==> src/rtl/mem_arbiter_ctrl_if.sv <==
// mem_arbiter_ctrl_if
//   Bundles the cache request protocol and the RAM port seen by the memory arbiter.
//   slave  : the arbiter side (takes requests and RAM status, drives waits/loads and RAM controls)
//   master : the cache pair plus RAM side (drives requests and RAM status)
// Signals:
//   iREN/iaddr -> iwait/iload                     icache read channel
//   dREN/dWEN/daddr/dstore -> dwait/dload         dcache read/write channel
//   ramREN/ramWEN/ramaddr/ramstore <- ramload/ramstate  single-port RAM
interface mem_arbiter_ctrl_if;
    logic        iREN;
    logic [31:0] iaddr;
    logic        iwait;
    logic [31:0] iload;

    logic        dREN;
    logic        dWEN;
    logic [31:0] daddr;
    logic [31:0] dstore;
    logic        dwait;
    logic [31:0] dload;

    logic        ramREN;
    logic        ramWEN;
    logic [31:0] ramaddr;
    logic [31:0] ramstore;
    logic [31:0] ramload;
    logic [1:0]  ramstate;

    modport slave (
        input  iREN, iaddr, dREN, dWEN, daddr, dstore, ramload, ramstate,
        output iwait, iload, dwait, dload, ramREN, ramWEN, ramaddr, ramstore
    );

    modport master (
        output iREN, iaddr, dREN, dWEN, daddr, dstore, ramload, ramstate,
        input  iwait, iload, dwait, dload, ramREN, ramWEN, ramaddr, ramstore
    );
endinterface

==> src/rtl/mem_arbiter_ctrl.sv <==
// mem_arbiter_ctrl
//   Memory-side responder for the icache/dcache pair. Grants one cache at a time onto the
//   single-port RAM and returns RAM completion as a one-cycle wait=0 pulse with load data.
//   dcache wins ties unless icache has been passed over STARVE_LIMIT times in a row.
// Ports:
//   CLK     in   rising-edge clock
//   nRST    in   asynchronous active-low reset
//   bus     slave modport of mem_arbiter_ctrl_if (cache channels and RAM port)
//   err     out  sticky: RAM reported ERROR while a grant was active
//   dcount  out  completed dcache transfers (wraps)
//   icount  out  completed icache transfers (wraps)
module mem_arbiter_ctrl #(
    parameter int unsigned STARVE_LIMIT = 4,
    parameter int unsigned CNT_W        = 16
) (
    input  logic               CLK,
    input  logic               nRST,
    mem_arbiter_ctrl_if.slave  bus,
    output logic               err,
    output logic [CNT_W-1:0]   dcount,
    output logic [CNT_W-1:0]   icount
);

    localparam logic [1:0] RamAccess = 2'b10;
    localparam logic [1:0] RamError  = 2'b11;
    localparam logic [3:0] StarveMax = 4'(STARVE_LIMIT);

    typedef enum logic [1:0] {StIdle, StDgnt, StIgnt} state_e;

    state_e           state_q, state_d;
    logic [3:0]       starve_q, starve_d;
    logic             err_q, err_d;
    logic [CNT_W-1:0] dcount_q, dcount_d;
    logic [CNT_W-1:0] icount_q, icount_d;

    logic d_req;
    logic forced;

    assign d_req  = bus.dREN | bus.dWEN;
    // icache has waited through the allowed number of dcache grants
    assign forced = bus.iREN && (starve_q == StarveMax);

    always_ff @(posedge CLK or negedge nRST) begin
        if (!nRST) begin
            state_q  <= StIdle;
            starve_q <= '0;
            err_q    <= 1'b0;
            dcount_q <= '0;
            icount_q <= '0;
        end else begin
            state_q  <= state_d;
            starve_q <= starve_d;
            err_q    <= err_d;
            dcount_q <= dcount_d;
            icount_q <= icount_d;
        end
    end

    always_comb begin
        state_d      = state_q;
        starve_d     = starve_q;
        err_d        = err_q;
        dcount_d     = dcount_q;
        icount_d     = icount_q;
        bus.iwait    = 1'b1;
        bus.iload    = '0;
        bus.dwait    = 1'b1;
        bus.dload    = '0;
        bus.ramREN   = 1'b0;
        bus.ramWEN   = 1'b0;
        bus.ramaddr  = '0;
        bus.ramstore = '0;

        unique case (state_q)
            StIdle: begin
                if (!bus.iREN) begin
                    starve_d = '0;
                end
                if (d_req && !forced) begin
                    state_d = StDgnt;
                end else if (bus.iREN) begin
                    state_d = StIgnt;
                end
            end

            StDgnt: begin
                if (!d_req) begin
                    // Requester withdrew before ACCESS: release the RAM, count nothing
                    state_d = StIdle;
                end else begin
                    bus.ramaddr  = bus.daddr;
                    bus.ramstore = bus.dstore;
                    bus.ramWEN   = bus.dWEN;
                    bus.ramREN   = bus.dREN & ~bus.dWEN;
                    if (bus.ramstate == RamAccess) begin
                        bus.dwait = 1'b0;
                        bus.dload = bus.dWEN ? '0 : bus.ramload;
                        dcount_d  = dcount_q + CNT_W'(1);
                        state_d   = StIdle;
                        if (bus.iREN && (starve_q != StarveMax)) begin
                            starve_d = starve_q + 4'd1;
                        end
                    end else if (bus.ramstate == RamError) begin
                        err_d = 1'b1;
                    end
                end
            end

            StIgnt: begin
                if (!bus.iREN) begin
                    state_d = StIdle;
                end else begin
                    bus.ramaddr = bus.iaddr;
                    bus.ramREN  = 1'b1;
                    if (bus.ramstate == RamAccess) begin
                        bus.iwait = 1'b0;
                        bus.iload = bus.ramload;
                        icount_d  = icount_q + CNT_W'(1);
                        starve_d  = '0;
                        state_d   = StIdle;
                    end else if (bus.ramstate == RamError) begin
                        err_d = 1'b1;
                    end
                end
            end

            default: begin
                state_d = StIdle;
            end
        endcase
    end

    assign err    = err_q;
    assign dcount = dcount_q;
    assign icount = icount_q;

endmodule

==> src/flat_wrapper.sv <==
// flat-port wrapper written by rule: the top's interface ports become plain ports
module mem_arbiter_ctrl_flat 
#(
    parameter int unsigned STARVE_LIMIT = 4,
    parameter int unsigned CNT_W        = 16
)
  (CLK, nRST, err, dcount, icount, bus_iREN, bus_iaddr, bus_dREN, bus_dWEN, bus_daddr, bus_dstore, bus_ramload, bus_ramstate, bus_iwait, bus_iload, bus_dwait, bus_dload, bus_ramREN, bus_ramWEN, bus_ramaddr, bus_ramstore);
  mem_arbiter_ctrl_if bus_i ();
  input  logic CLK;
  input  logic nRST;
  output logic err;
  output logic [CNT_W-1:0] dcount;
  output logic [CNT_W-1:0] icount;
  input wire logic [$bits(bus_i.iREN)-1:0] bus_iREN;
  input wire logic [$bits(bus_i.iaddr)-1:0] bus_iaddr;
  input wire logic [$bits(bus_i.dREN)-1:0] bus_dREN;
  input wire logic [$bits(bus_i.dWEN)-1:0] bus_dWEN;
  input wire logic [$bits(bus_i.daddr)-1:0] bus_daddr;
  input wire logic [$bits(bus_i.dstore)-1:0] bus_dstore;
  input wire logic [$bits(bus_i.ramload)-1:0] bus_ramload;
  input wire logic [$bits(bus_i.ramstate)-1:0] bus_ramstate;
  output wire logic [$bits(bus_i.iwait)-1:0] bus_iwait;
  output wire logic [$bits(bus_i.iload)-1:0] bus_iload;
  output wire logic [$bits(bus_i.dwait)-1:0] bus_dwait;
  output wire logic [$bits(bus_i.dload)-1:0] bus_dload;
  output wire logic [$bits(bus_i.ramREN)-1:0] bus_ramREN;
  output wire logic [$bits(bus_i.ramWEN)-1:0] bus_ramWEN;
  output wire logic [$bits(bus_i.ramaddr)-1:0] bus_ramaddr;
  output wire logic [$bits(bus_i.ramstore)-1:0] bus_ramstore;
  assign bus_i.iREN = bus_iREN;
  assign bus_i.iaddr = bus_iaddr;
  assign bus_i.dREN = bus_dREN;
  assign bus_i.dWEN = bus_dWEN;
  assign bus_i.daddr = bus_daddr;
  assign bus_i.dstore = bus_dstore;
  assign bus_i.ramload = bus_ramload;
  assign bus_i.ramstate = bus_ramstate;
  assign bus_iwait = bus_i.iwait;
  assign bus_iload = bus_i.iload;
  assign bus_dwait = bus_i.dwait;
  assign bus_dload = bus_i.dload;
  assign bus_ramREN = bus_i.ramREN;
  assign bus_ramWEN = bus_i.ramWEN;
  assign bus_ramaddr = bus_i.ramaddr;
  assign bus_ramstore = bus_i.ramstore;
  mem_arbiter_ctrl #(.STARVE_LIMIT(STARVE_LIMIT), .CNT_W(CNT_W)) u_core (.CLK(CLK), .nRST(nRST), .bus(bus_i), .err(err), .dcount(dcount), .icount(icount));
endmodule
==> config.mk <==
export PLATFORM = sky130hd
export DESIGN_NAME = mem_arbiter_ctrl_flat
export DESIGN_NICKNAME = d
export VERILOG_FILES = /design/src/rtl/mem_arbiter_ctrl_if.sv /design/src/rtl/mem_arbiter_ctrl.sv /design/src/flat_wrapper.sv
export SDC_FILE = /design/constraint.sdc
export NUM_CORES = 1
export LEC_CHECK = 0
export BUFFER_PORTS_ARGS = -buffer_cell sky130_fd_sc_hd__buf_2
export CELL_PAD_IN_SITES_DETAIL_PLACEMENT = 0
export CELL_PAD_IN_SITES_GLOBAL_PLACEMENT = 2
export CORE_ASPECT_RATIO = 1.5
export CORE_MARGIN = 2
export CORE_UTILIZATION = 16
export DETAILED_ROUTE_END_ITERATION = 10
export GPL_TIMING_DRIVEN = 1
export PLACE_DENSITY_LB_ADDON = 0.08
export RECOVER_POWER = 25
export SLEW_MARGIN = 20
export SYNTH_ARGS = -nofsm -noshare
export SYNTH_HDL_FRONTEND = slang
export SYNTH_SLANG_ARGS = --single-unit
==> constraint.sdc <==
create_clock -name CLK -period 1.4 [get_ports CLK]
set_input_delay 0.14 -clock CLK [delete_from_list [all_inputs] [get_ports CLK]]
set_output_delay 0.14 -clock CLK [all_outputs]
set_load 0.02 [all_outputs]
-- Yosys cells after proc, flatten, opt, wreduce, memory -nomap -nowiden
Cells that the tools add are included.
- logic and storage cells: 75
- bits of input ports: 135
- bits in registers: 39
- bitwise gates (word level): 3
- muxes and demuxes: 40
- equality and inequality tests: 13
- reductions and logical operators: 11
- add/sub/neg operators: 3
- operator list (cell ; number):
    $mux W32 ; 11
    $pmux W32 S2 ; 1
    $add A16 B1 Y16 const B ; 2
    $mux W4 ; 6
    $mux W1 ; 13
    $pmux W4 S3 ; 1
    $mux W2 ; 5
    $reduce_and A3 Y1 ; 3
    $ne A2 B1 Y1 const B ; 4
    $reduce_and A7 Y1 ; 1
    $eq A2 B2 Y1 const B ; 3
    $pmux W2 S3 ; 1
    $add A4 B1 Y4 const B ; 1
    $eq A4 B3 Y1 const B ; 1
    $ne A2 B2 Y1 const B ; 2
    $ne A4 B3 Y1 const B ; 1
    $pmux W1 S2 ; 2
    $logic_and A1 B1 Y1 ; 3
    $ne A3 B2 Y1 const B ; 1
    $reduce_bool A3 Y1 ; 1
    $eq A2 B1 Y1 const B ; 1
    $logic_not A2 Y1 ; 1
    $reduce_bool A2 Y1 ; 1
    $and A1 B1 Y1 ; 1
    3 further kinds ; 3

-- Longest topological paths before layout
- word-level depth: 6
- mapped depth: 7

-- Worst setup path before layout
No wires, ideal clock.
- path kind: flip-flop to output port
- start: register u_core.state_q[0]
- end: output port bus_ramaddr[22]
- slack: -0.386 ns
- cell stages (with the launch flop): 8
- data arrival time: 1.646 ns
- buffers on the path: 2
- required time: 1.260 ns
- path through: dfrtp_1 > inv_1 > ha_1 > and2_1 > buf_2 > clkbuf_1 > a22oi_1 > nor2b_1
- longest elaborated chain between the ends: 2
- elaborated cells between the ends (all ways): 3
- classes of those cells: eq/ne (2); mux (1)
- RTL lines (item ; line ; RTL):
    start, declared ; mem_arbiter_ctrl.sv:30 ; state_e state_q, state_d;
    start signal, assigned ; mem_arbiter_ctrl.sv:45 ; state_q <= StIdle;
    start signal, assigned ; mem_arbiter_ctrl.sv:51 ; state_q <= state_d;
    $eq A2 B2 Y1 / $eq A2 B1 Y1 (equally long branches) ; mem_arbiter_ctrl.sv:74 ; unique case (state_q)
    $pmux W32 S2 (*) ; mem_arbiter_ctrl.sv:74 ;
    end, declared ; flat_wrapper.sv:28 ; output wire logic [$bits(bus_i.ramaddr)-1:0] bus_ramaddr;
Every way passes the cells marked *; elsewhere a longest branch is shown, timed or not.

-- Worst setup path in the final report
- start: register u_core.state_q[0]
- end: output port bus_ramaddr[3]
Same word-level chain as after synthesis.

==> metrics.txt <==
clock power share 0.145; Internal approximately 6.6 mW; final setup margin -0.646 ns; Setup CP Type register to output port; total power 10.4 mW; Setup crit end kind output port; status finished with violations; Detailed Routing Iterations Pass 1 4; count leader, synth and2_1; RSZ-0062 raised after global routing true; combinational group share of total power 0.721; Post-Synthesis Cells between 300 and 400; share of the synthesized area in the top cell type 0.314; Worst Path Max Fanout 6; maximum root-to-sink buffer count 2; # setup viols final 171; violated checks negative setup slack; Vias 4,259; period utilization 1.46; post-placement worst setup slack -0.371 ns; HPWL after detailed placement approximately 13,000 um; worst r2r src u_core.state_q[0]; vias in the first global route between 4,000 and 5,000; Ports 300; CTS clock-pin slew for the worst setup and hold paths 0.06 ns; unique cell type count in the Yosys netlist 40; Initial Utilization 0.163; number of synthesized register bits 39; Crit path largest cell delay around 0.44 ns; GRT Total Usage 0.168; Post-synth EDFFs 0; synth cell count leaders and2_1, dfrtp_1, nor2b_1, a22oi_1, xnor2_1; synth top area cells dfrtp_1, and2_1, a22oi_1; NetSw 3.82 mW; Worst-Margin Slew roughly 0.58 ns; Sw Ratio 0.367; final worst path period need 2.05 ns; final wirelength 18,300 um; setup TNS -88.23 ns; CP Launch Type register; Iteration-0 DRC Markers between 70 and 80; fin area between 7000 and 8000 um2; vias per cell between 4 and 5; hold endpoint u_core.err; Leak Pwr around 3.9 nW; max cap viols 0; largest net degree at the start of global routing 40; Crit path top cell by count buf_6; first-pass GRT wire length around 27,000 um; fraction of registers with async set/reset 1.00; maximum VDD drop a little under 0.8 mV; CTS H-tree depth 2; Placer Congestion 0.796; R2R depth 9; Worst-Skew Late Latency ~0.28 ns; dominant cell type by area after synthesis dfrtp_1; Flop pwr share 0.134; Pins Over Slew Limit 0; Worst Path Arrival roughly 1.9 ns; DP Area 5680 um2; worst hold path type primary input to register; reg2reg end u_core.icount[11]; GRT overflow 0; sequential area share after synthesis 0.314; CTS root buf clkbuf_16; num rows between 60 and 70; Final Skew around 0.0046 ns; Pwr Density about 1300 nW/um2; Avg Inst Size Synth 8.58 um2; Die Width between 100 and 150 um; cts bufs inserted 5; Core Footprint between 15,000 and 20,000 um2; Worst EP required about 1.3 ns; die area between 20,000 and 25,000 um2; initial antenna violation count 6; Syn. warnings 0; crit path cell chain buf_6 > inv_4 > ha_4 > and2_4 > clkbuf_16 > a22oi_2 > nor2b_4 > buf_6; Final Hold Vio Count 0; Hold Crit Depth 3; Nets 894; area grow syn2layout 157%; fill count a little under 2,000; CTS tree built; Routed WL per cell ~18 um; min-delay src bus_ramstate[0]; CP max-delay cell dfrtp_1; die height 175 um; Sink Count 39; # DRC 0; synthesized area 3110 um2; PortBufs 299; Syn Nets ~500; predominant post-synthesis flop cell dfrtp_1; Slew HR 0.610; share of post-route cells with drive strength above 1 0.827; hold slack final around 0.28 ns; Max Clk Rate 489 MHz; final antenna-violating net count 0; flop2flop setup slack -0.47 ns
[critical path, delay by kind of cell (launching register included)]
family / cells / cell delay (ns)
buffers and inverters: 4 / 0.53
adders and majority gates: 1 / 0.14
and+or+nand+nor: 2 / 0.42
AOI/OAI and AO/OA: 1 / 0.09
DFF: 1 / 0.44
[repair_timing]
item	CTS	global route
gates cloned	11	5
buffers inserted	32	14
endpoints found under the setup margin	171	171
gates resized for setup	346	85
endpoints found under the hold margin	39	0
hold buffers	1	0
pin swaps	81	73
[metal layers]
metal / part of all wire / up-vias / track usage
li1: - / 2013 / -
met1: 0.34 / 2011 / 0.168
met2: 0.56 / 195 / 0.331
met3: 0.075 / 36 / 0.0509
met4: 0.026 / 4 / 0.0442
met5: 0.0018 / - / 0
[metrics by stage]
| step | instances | utilization |
|---|---|---|
| floorplan | 362 | - |
| global placement | 954 | 0.298 |
| detailed placement | 954 | 0.298 |
| CTS | 1002 | 0.398 |
| global route | 1009 | 0.417 |
| finish | 1011 | 0.418 |
[cell type report]
type / count / area (um2) / area share
timing repair buffer: 404 / 3610 / 0.453
multi-input combinational: 292 / 2820 / 0.354
sequential: 39 / 976 / 0.122
tap: 256 / 320 / 0.0402
clock buffer: 5 / 125 / 0.0157
clock inverter: 3 / 67.6 / 0.00848
inverter: 9 / 41.3 / 0.00518
antenna: 3 / 7.51 / 0.000942
[cell families after synthesis]
| kind of cell | Yosys count | synth area share |
|---|---|---|
| AND/OR/NAND/NOR | 203 | 0.402 |
| flip-flops | 39 | 0.314 |
| AO/OA/AOI/OAI | 48 | 0.116 |
| buffers and inverters | 31 | 0.0403 |
| XOR/XNOR | 30 | 0.0846 |
| multiplexers | 3 | 0.0101 |
| adder cells (fa/ha/maj) | 8 | 0.0322 |
[worst max-delay path by stage]
| stage | slack (ns) | start | depth (start not counted) | endpoint |
|---|---|---|---|---|
| after floorplan | -0.18 | u_core.state_q[0] | 7 | bus_ramaddr[10] |
| after global placement | -0.35 | u_core.state_q[1] | 7 | bus_dload[19] |
| after detailed placement | -0.37 | u_core.state_q[1] | 7 | bus_dload[16] |
| after CTS | -0.65 | u_core.state_q[1] | 8 | bus_dload[0] |
| after global routing | -0.72 | u_core.state_q[0] | 8 | bus_ramaddr[3] |
| final | -0.65 | u_core.state_q[0] | 8 | bus_ramaddr[3] |
[registers in the layout (all words and copies together) (netlist names)]
| name | flops |
|---|---|
| u_core.dcount | 16 |
| u_core.err | 1 |
| u_core.icount | 16 |
| u_core.starve_q | 4 |
| u_core.state_q | 2 |
[layout by cell type, fill, tap and decap left out, drive strengths merged, types with 2 or more instances in the layout]
master,instances
a21oi,3
a22oi,33
and2,98
and3,5
and4,5
buf,397
bufinv,2
clkbuf,11
dfrtp,39
diode,3
ha,8
inv,9
mux2i,2
nand2,16
nand3,14
nand3b,3
nand4,7
nor2,11
nor2b,34
nor3,3
nor3b,2
o2111ai,2
o211ai,2
o21a,2
xnor2,21
xor2,9
[power groups by stage]
stage / clock network, mW / logic [mW] / registers, mW
3_3_place_gp: 0 / 4.57 / 1.39
5_1_grt: 1.60 / 7.94 / 1.41
6_report: 1.50 / 7.50 / 1.40
3_5_place_dp: 0 / 4.61 / 1.40
4_1_cts: 1.58 / 6.53 / 1.37
2_1_floorplan: 0 / 2.69 / 1.53
No activity file was read; power rests on OpenSTA's default activity.
